### src/rtl/alu_arith_seq.sv
// ============================================================================
//  Module      : alu_arith_seq
//  Description : Multi-cycle unsigned arithmetic unit (add, sub, mul, div)
//                with a start/busy/done handshake. Multiply is an iterative
//                LSB-first shift-add engine, divide is an iterative
//                restoring engine, one iteration per clock.
//  Ports       :
//      clk        - rising-edge clock
//      rst_n      - asynchronous active-low reset
//      start      - request, sampled only while busy=0
//      opcode     - 000 add, 001 sub, 010 mul, 011 div, 1xx invalid
//      A, B       - operands, captured on an accepted start
//      carry_in   - carry (add) / borrow-in (sub), ignored by mul/div
//      busy       - operation in progress
//      done       - one-cycle pulse, outputs valid
//      result     - sum, difference, low product or quotient
//      left_over  - 0 (add/sub), high product (mul), remainder (div)
//      carry_out  - add carry, sub borrow, mul overflow, 0 for div
//      error      - divide-by-zero or invalid opcode, valid with done
//  Revision    : 1.0 - initial release
// ============================================================================

`default_nettype none

module alu_arith_seq #(
    parameter int WIDTH = 8,
    parameter int CNT_W = $clog2(WIDTH + 1)
) (
    input  logic             clk,
    input  logic             rst_n,
    input  logic             start,
    input  logic [2:0]       opcode,
    input  logic [WIDTH-1:0] A,
    input  logic [WIDTH-1:0] B,
    input  logic             carry_in,
    output logic             busy,
    output logic             done,
    output logic [WIDTH-1:0] result,
    output logic [WIDTH-1:0] left_over,
    output logic             carry_out,
    output logic             error
);

    localparam logic [2:0] c_OP_ADD = 3'b000;
    localparam logic [2:0] c_OP_SUB = 3'b001;
    localparam logic [2:0] c_OP_MUL = 3'b010;
    localparam logic [2:0] c_OP_DIV = 3'b011;

    typedef enum logic [1:0] {
        S_IDLE = 2'd0,
        S_RUN  = 2'd1,
        S_FIN  = 2'd2
    } state_t;

    state_t               r_state;
    logic [CNT_W-1:0]     r_cnt;
    logic [2:0]           r_op;
    logic [WIDTH-1:0]     r_a;
    logic [WIDTH-1:0]     r_b;
    logic                 r_cin;
    // Mul: {high partial product, multiplier being shifted out}.
    // Div: low half holds the dividend shifting out / quotient shifting in.
    logic [2*WIDTH-1:0]   r_acc;
    // Partial remainder of the restoring divider.
    logic [WIDTH:0]       r_rem;

    // ------------------------------------------------------------------
    // Single-cycle add / subtract on the captured operands
    // ------------------------------------------------------------------
    logic [WIDTH:0]       w_add;
    logic [WIDTH:0]       w_sub;

    assign w_add = {1'b0, r_a} + {1'b0, r_b} + {{WIDTH{1'b0}}, r_cin};
    // The difference lies in [-2^WIDTH, 2^WIDTH-1], so bit WIDTH of the
    // WIDTH+1-bit result is set exactly when A < B + carry_in.
    assign w_sub = {1'b0, r_a} - {1'b0, r_b} - {{WIDTH{1'b0}}, r_cin};

    // ------------------------------------------------------------------
    // Shift-add multiply step
    // ------------------------------------------------------------------
    logic [WIDTH:0]       w_mul_sum;
    logic [2*WIDTH-1:0]   w_mul_next;

    assign w_mul_sum  = {1'b0, r_acc[2*WIDTH-1:WIDTH]}
                      + (r_acc[0] ? {1'b0, r_b} : {(WIDTH+1){1'b0}});
    assign w_mul_next = {w_mul_sum, r_acc[WIDTH-1:1]};

    // ------------------------------------------------------------------
    // Restoring divide step: shift the next dividend bit into the
    // remainder, subtract the divisor if it fits.
    // ------------------------------------------------------------------
    logic [WIDTH+1:0]     w_trial;
    logic                 w_ge;
    logic [WIDTH:0]       w_diff;
    logic [WIDTH:0]       w_rem_next;
    logic [2*WIDTH-1:0]   w_div_next;

    assign w_trial    = {r_rem, r_acc[WIDTH-1]};
    assign w_ge       = (w_trial >= {2'b00, r_b});
    assign w_diff     = w_trial[WIDTH:0] - {1'b0, r_b};
    assign w_rem_next = w_ge ? w_diff : w_trial[WIDTH:0];
    assign w_div_next = {r_acc[2*WIDTH-1:WIDTH], r_acc[WIDTH-2:0], w_ge};

    // ------------------------------------------------------------------
    // Control FSM with registered outputs
    // ------------------------------------------------------------------
    always_ff @(posedge clk or negedge rst_n) begin
        if (!rst_n) begin
            r_state   <= S_IDLE;
            r_cnt     <= '0;
            r_op      <= '0;
            r_a       <= '0;
            r_b       <= '0;
            r_cin     <= 1'b0;
            r_acc     <= '0;
            r_rem     <= '0;
            busy      <= 1'b0;
            done      <= 1'b0;
            result    <= '0;
            left_over <= '0;
            carry_out <= 1'b0;
            error     <= 1'b0;
        end else begin
            done <= 1'b0;
            case (r_state)
                S_IDLE: begin
                    if (start) begin
                        r_op  <= opcode;
                        r_a   <= A;
                        r_b   <= B;
                        r_cin <= carry_in;
                        r_acc <= {{WIDTH{1'b0}}, A};
                        r_rem <= '0;
                        r_cnt <= '0;
                        busy  <= 1'b1;
                        if ((opcode == c_OP_MUL) ||
                            ((opcode == c_OP_DIV) && (B != '0))) begin
                            r_state <= S_RUN;
                        end else begin
                            r_state <= S_FIN;
                        end
                    end
                end

                S_RUN: begin
                    if (r_op == c_OP_MUL) begin
                        r_acc <= w_mul_next;
                    end else begin
                        r_acc <= w_div_next;
                        r_rem <= w_rem_next;
                    end
                    r_cnt <= r_cnt + CNT_W'(1);
                    if (r_cnt == CNT_W'(WIDTH - 1)) begin
                        r_state <= S_FIN;
                    end
                end

                S_FIN: begin
                    case (r_op)
                        c_OP_ADD: begin
                            result    <= w_add[WIDTH-1:0];
                            left_over <= '0;
                            carry_out <= w_add[WIDTH];
                            error     <= 1'b0;
                        end
                        c_OP_SUB: begin
                            result    <= w_sub[WIDTH-1:0];
                            left_over <= '0;
                            carry_out <= w_sub[WIDTH];
                            error     <= 1'b0;
                        end
                        c_OP_MUL: begin
                            result    <= r_acc[WIDTH-1:0];
                            left_over <= r_acc[2*WIDTH-1:WIDTH];
                            carry_out <= |r_acc[2*WIDTH-1:WIDTH];
                            error     <= 1'b0;
                        end
                        c_OP_DIV: begin
                            // A zero divisor bypasses RUN, so r_acc still
                            // holds the dividend and is not used here.
                            if (r_b == '0) begin
                                result    <= {WIDTH{1'b1}};
                                left_over <= r_a;
                                error     <= 1'b1;
                            end else begin
                                result    <= r_acc[WIDTH-1:0];
                                left_over <= r_rem[WIDTH-1:0];
                                error     <= 1'b0;
                            end
                            carry_out <= 1'b0;
                        end
                        default: begin
                            result    <= '0;
                            left_over <= '0;
                            carry_out <= 1'b0;
                            error     <= 1'b1;
                        end
                    endcase
                    done    <= 1'b1;
                    busy    <= 1'b0;
                    r_state <= S_IDLE;
                end

                default: begin
                    r_state <= S_IDLE;
                    busy    <= 1'b0;
                end
            endcase
        end
    end

endmodule

`default_nettype wire

### config.mk
export PLATFORM = sky130hd
export DESIGN_NAME = alu_arith_seq
export DESIGN_NICKNAME = d
export VERILOG_FILES = /design/src/rtl/alu_arith_seq.sv
export SDC_FILE = /design/constraint.sdc
export NUM_CORES = 1
export LEC_CHECK = 0
export ABC_CLOCK_PERIOD_IN_PS = 6750
export CORE_MARGIN = 4
export CORE_UTILIZATION = 55
export DETAILED_ROUTE_END_ITERATION = 16
export DONT_BUFFER_PORTS = 1
export PLACE_DENSITY = 0.7
export SKIP_CTS_REPAIR_TIMING = 1
export SKIP_LAST_GASP = 1
export SYNTH_ARGS = -nofsm -noshare
export SYNTH_HDL_FRONTEND = slang
export SYNTH_SLANG_ARGS = --single-unit
### constraint.sdc
create_clock -name clk -period 6.75 [get_ports clk]
set_input_delay 1.35 -clock clk [delete_from_list [all_inputs] [get_ports clk]]
set_output_delay 1.35 -clock clk [all_outputs]
set_load 0.03 [all_outputs]
# Word-level counts from Yosys, hierarchy flattened
# Cells that the tools add are included.
classes:
  reduce_logical: 15
  mux: 24
  addsub: 7
  order_cmp: 1
  bitwise_logic: 1
  n_eq_ne: 12
ops:
  columns: ["op", "n"]
  rows:
  - ["2-to-1 mux 16 bit", 2]
  - ["one-hot mux 16 bit (2 select lines)", 1]
  - ["one-hot mux 8 bit (4 select lines)", 1]
  - ["2-to-1 mux 9 bit", 3]
  - ["2-to-1 mux 8 bit", 3]
  - ["adder 8 x 8 -> 9 bit", 2]
  - ["one-hot mux 9 bit (2 select lines)", 1]
  - ["one-hot mux 8 bit (2 select lines)", 1]
  - ["== test 3 x 2 -> 1 bit, second input constant", 4]
  - ["greater-or-equal comparator 10 x 8 -> 1 bit", 1]
  - ["adder 9 x 1 -> 9 bit", 1]
  - ["subtractor 8 x 8 -> 9 bit", 1]
  - ["subtractor 9 x 1 -> 9 bit", 1]
  - ["subtractor 9 x 8 -> 9 bit", 1]
  - ["zero test 8 bit", 1]
  - ["!= test 2 bit, second input constant", 4]
  - ["one-hot mux 4 bit (2 select lines)", 1]
  - ["AND reduction 2 bit", 4]
  - ["nonzero test 8 bit", 1]
  - ["OR reduction 8 bit", 1]
  - ["2-to-1 mux 2 bit", 3]
  - ["AND reduction 3 bit", 2]
  - ["adder 4 x 1 -> 4 bit, second input constant", 1]
  - ["== test 4 x 3 -> 1 bit, second input constant", 1]
  - ["15 further kinds", 18]
word_totals:
  in_bits: 23
  regBits: 71
  word_cells: 75
  out_inout_bits: 20

# Longest topological paths before layout
depth:
  depth_word: 6
  depth_mapped: 10
  mapped_depth_nobuf: 10

# Least setup slack after synthesis
# Ideal clock, no wire load.
synth_path:
  path_type: "reg-to-reg"
  startpoint: "reg r_b[0]"
  endpoint: "reg carry_out"
  slack_ns: 4.259
  n_path_buf: 0
  arrival_ns: 2.409
  period_less_slack_ns: 2.491
  t_required_ns: 6.668
  stages_incl_launch_ff: 10
  cell_sequence: "dfrtp_1 > inv_1 > fa_1 > fa_1 > nand2b_1 > a2111o_1 > a31oi_1 > xor2_1 > nand2_1 > a31oi_1"
synth_via:
  elab_chain_cells: 3
  word_cells_on_any_way: 5
  cone_classes: "4 x add/sub; 1 x mux"
synth_lines:
  columns: ["item", "line", "rtl"]
  rows:
  - ["from (decl)", "59", "logic [WIDTH-1:0] r_b;"]
  - ["from (signal assigned)", "113", "r_b <= '0;"]
  - ["from (signal assigned)", "130", "r_b <= B;"]
  - ["subtractor 8 x 8 -> 9 bit or adder 8 x 8 -> 9 bit (tied branches)", "76, 73", null]
  - ["subtractor 9 x 1 -> 9 bit or adder 9 x 1 -> 9 bit (tied branches)", "76, 73", null]
  - ["one-hot mux 1 bit (3 select lines) *", "159", "case (r_op)"]
  - ["to (signal assigned)", "163", "carry_out <= w_add[WIDTH];"]
  - ["to (signal assigned)", "169", "carry_out <= w_sub[WIDTH];"]
  - ["to (signal assigned)", "175", "carry_out <= |r_acc[2*WIDTH-1:WIDTH];"]
  - ["to (decl)", "40", "output logic carry_out,"]
# Mark *: on every way between the ends. The rest lies on a longest branch, timed or not.
# A chain may end at the register's enable or synchronous reset.

# Worst setup path in the final report
# Same ends and word-level chain as after synthesis.

==> impl_metrics.toml <==
[placement]
place.gp.congestion = 0.904
port_buffers = 0
dp.cells = 629
hpwl_mm = 9.15

[routing]
drc = 0
ant_nets = 0
vias = 3965
drt_wl_total_mm = 12.3
drt_iter0_drc = 290
firstDrtPassIters = 5
wire_per_inst_microns = 19.0
vias_per_cell = 6.15

[grt]
grt_start_max_net_pins = 72
antenna_found_initial = 0
grt_pass1_wl_mm = 20.0
grt_pass1_vias = 3828
grt.total_usage_pct = 25.1
gr-total-overflow = 0

[timing]
setup_viol_count_final = 0
clock.fmax_ghz = 0.364
tns_ns = 0
relSlewSlack_pct = 20.9
rsz0062_at_grt = "no"
clock_skew_ns = 0.0139
period_minus_slack_ns = 2.75
finalCritPeriodShare_pct = 40.7
final_hold_viol_count = 0
worstMarginPinSlew_ns = 1.18
slew_viol_final = 0

[power_and_ir_drop]
comb_power_share_pct = 54.4
internal_power_uw = 1530
seq_power_share_pct = 31.5
power.switching_uw = 1460
power.density_nw_per_um2 = 590
power.share.clock_pct = 14.1
max-vdd-ir-drop_mv = 0.230
swShare_pct = 48.8
leakage_uw = 0.00228

[worst_setup_path]
critical_path.top_delay_family = "adder cells"
startpoint_type = "register"
worstSetupPathType = "reg -> reg"
path_buf_inv = 1
required_ns = 7.03
crit_slowest_cell = "dfrtp_1"
critPathArrivalTime_ns = 3.03
timing.critical_path.fanout_max = 5
critPathMaxStageDelay_ns = 0.45
crit_cells = 9
crit_path_end_kind = "register"
reg2regPathDepth = 9
path_cells = "inv_1, fa_1, fa_1, nand2b_1, a2111o_1, a31oi_1, xor2_1, nand2_1, a31oi_1"

[final_layout]
fin_nets = 602
syn2layout_area_growth_pct = 5.19
register_area_sq_um = 1780
final_cell_count_no_fill = 645
multi_input_area_sq_um = 2790
nFillCells = 714
mostFrequentLayoutCells = "nand2_1, dfrtp_1, o21ai_0"
drive_above_1_share_pct = 5.74
diodes = 0
layout_commonest_cell = "nand2_1"

[clock_network]
cts_tree = "done"
cts_buffers = 9
clk_latency_ns = 0.36
cts_buffer_depth = 2
cts_sinks = 71
clk_pin_slew_ns = 0.08
cts_root_buffer = "clkbuf_8"
htree_levels = 3

[logic_synthesis]
syn_avg_cell_area_sq_um = 8.84
synth_flop_cell = "dfrtp_1"
syn_nets = 613
synthArstFlopShare_pct = 100
synth-edff-count = 0
syn_area_sq_um = 4820
synth.distinct_cells = 54
ys_seq_area_share_pct = 36.8
syn_inst = 546
ys_seq_elements = 71
synth_warnings = 0

[floorplanning]
dieArea_sq_um = 10300
core-area_sq_um = 8380
rows = 33
die_width_microns = 102
start_util_pct = 57.6
num_io_pins = 43
die_h_microns = 102

[worst_hold_path]
worstHoldPathType = "reg -> reg"
whs_path_depth = 2

[flow_run]
maxCapViolCount = 0

[run_status]
status = "complete, no violations"
[per-layer routing]
layer	vias up	wire (microns)	global-route usage, %
met3	20	754	4.75
met5	-	0	0
met4	0	283	8.79
li1	1928	-	-
met1	1880	5320	33.7
met2	137	5920	40.6
[stage by stage]
| stage | hold slack, ns | total power [uW] | setup WS, ns | utilization (%) | cell area [sq um] |
|---|---|---|---|---|---|
| after floorplan | 0.451 | 2190 | 4.26 | - | 4820 |
| after global placement | 0.474 | 2520 | 4.02 | 57.6 | 4830 |
| after detailed placement | 0.477 | 2550 | 3.89 | 57.6 | 4830 |
| after CTS | 0.494 | 2980 | 4.01 | 60.5 | 5070 |
| after global routing | 0.547 | 3240 | 3.85 | 60.5 | 5070 |
| final | 0.492 | 2990 | 4.00 | 60.5 | 5070 |
[final timing paths]
check	slack [ns]	startpoint	endpoint
min in group asynchronous	0.68	rst_n	result[0]
worst max-delay path	4.00	r_b[0]	carry_out
max in group asynchronous	5.92	rst_n	r_rem[4]
worst max register to register	4.00	r_b[0]	carry_out
worst min register to register	0.49	r_rem[8]	r_rem[8]
worst min-delay path	0.49	r_rem[8]	r_rem[8]
[synth_stat cells (2+ instances only)]
cell	n	share of area, %
ha_1	38	9.9
nand2_1	75	5.8
a211o_1	2	0.36
xor2_1	7	1.3
mux2i_1	4	0.83
dfrtp_1	71	37
and2b_2	2	0.36
nor4_1	5	0.65
a211oi_1	3	0.47
nand3_1	17	1.8
or2_2	4	0.52
a31oi_1	10	1.3
fa_1	6	2.5
o21a_1	6	0.93
buf_2	3	0.31
a41oi_1	4	0.73
o311ai_0	6	1.1
nand4_1	4	0.52
nor2_1	38	3.0
nor3_1	5	0.52
nand3b_1	2	0.31
and2_1	8	1.0
o31ai_1	6	0.93
o22a_1	8	1.5
clkbuf_1	14	1.1
a21oi_1	37	3.8
inv_1	34	2.6
a32oi_1	2	0.36
a21o_1	8	1.2
nor2b_1	4	0.52
o22ai_1	11	1.4
xnor2_1	16	2.9
a21boi_0	3	0.47
nor3_4	2	0.67
clkbuf_8	3	0.86
a22o_1	11	2.0
o21ai_0	43	4.5
nand2b_1	8	1.0
[cell type report]
cell class	instances	share of cell area, %
flip-flops and latches	71	35.0
clock buffers	9	2.44
multi-input cells	418	55.0
inverters	35	2.59
clock inverters	7	2.37
well taps	105	2.59
[state kept, by name, summed over array words and instances (netlist names), 2 cells and up]
| register | count |
|---|---|
| r_b | 8 |
| r_rem | 9 |
| r_state | 2 |
| result | 8 |
| left_over | 8 |
| r_acc | 16 |
| r_cnt | 4 |
| r_op | 3 |
| r_a | 8 |
[worst min-delay path, stage by stage (launching register included)]
cell	delay (ns)
dfrtp_1	0.34
nand2_1	0.04
o21ai_0	0.07
[cell families (layout without fill, tap and decap cells)]
group / Yosys count / in the layout / synth area share (%)
mux: 4 / 4 / 0.830
simple gates: 177 / 177 / 17.2
compound gates: 170 / 170 / 23.3
buf+inv: 57 / 51 / 5.37
fa+ha+maj: 44 / 44 / 12.3
flops: 71 / 71 / 36.8
xor+xnor: 23 / 23 / 4.18
[power by group through the flow]
stage | registers [uW] | clock network (uW) | logic (uW)
after global routing | 974 | 444 | 1830
after detailed placement | 949 | 0 | 1600
after CTS | 940 | 427 | 1620
final | 942 | 423 | 1630
after global placement | 944 | 0 | 1580
after floorplan | 822 | 0 | 1370
Note: power is estimated with default switching activity, not from simulation.
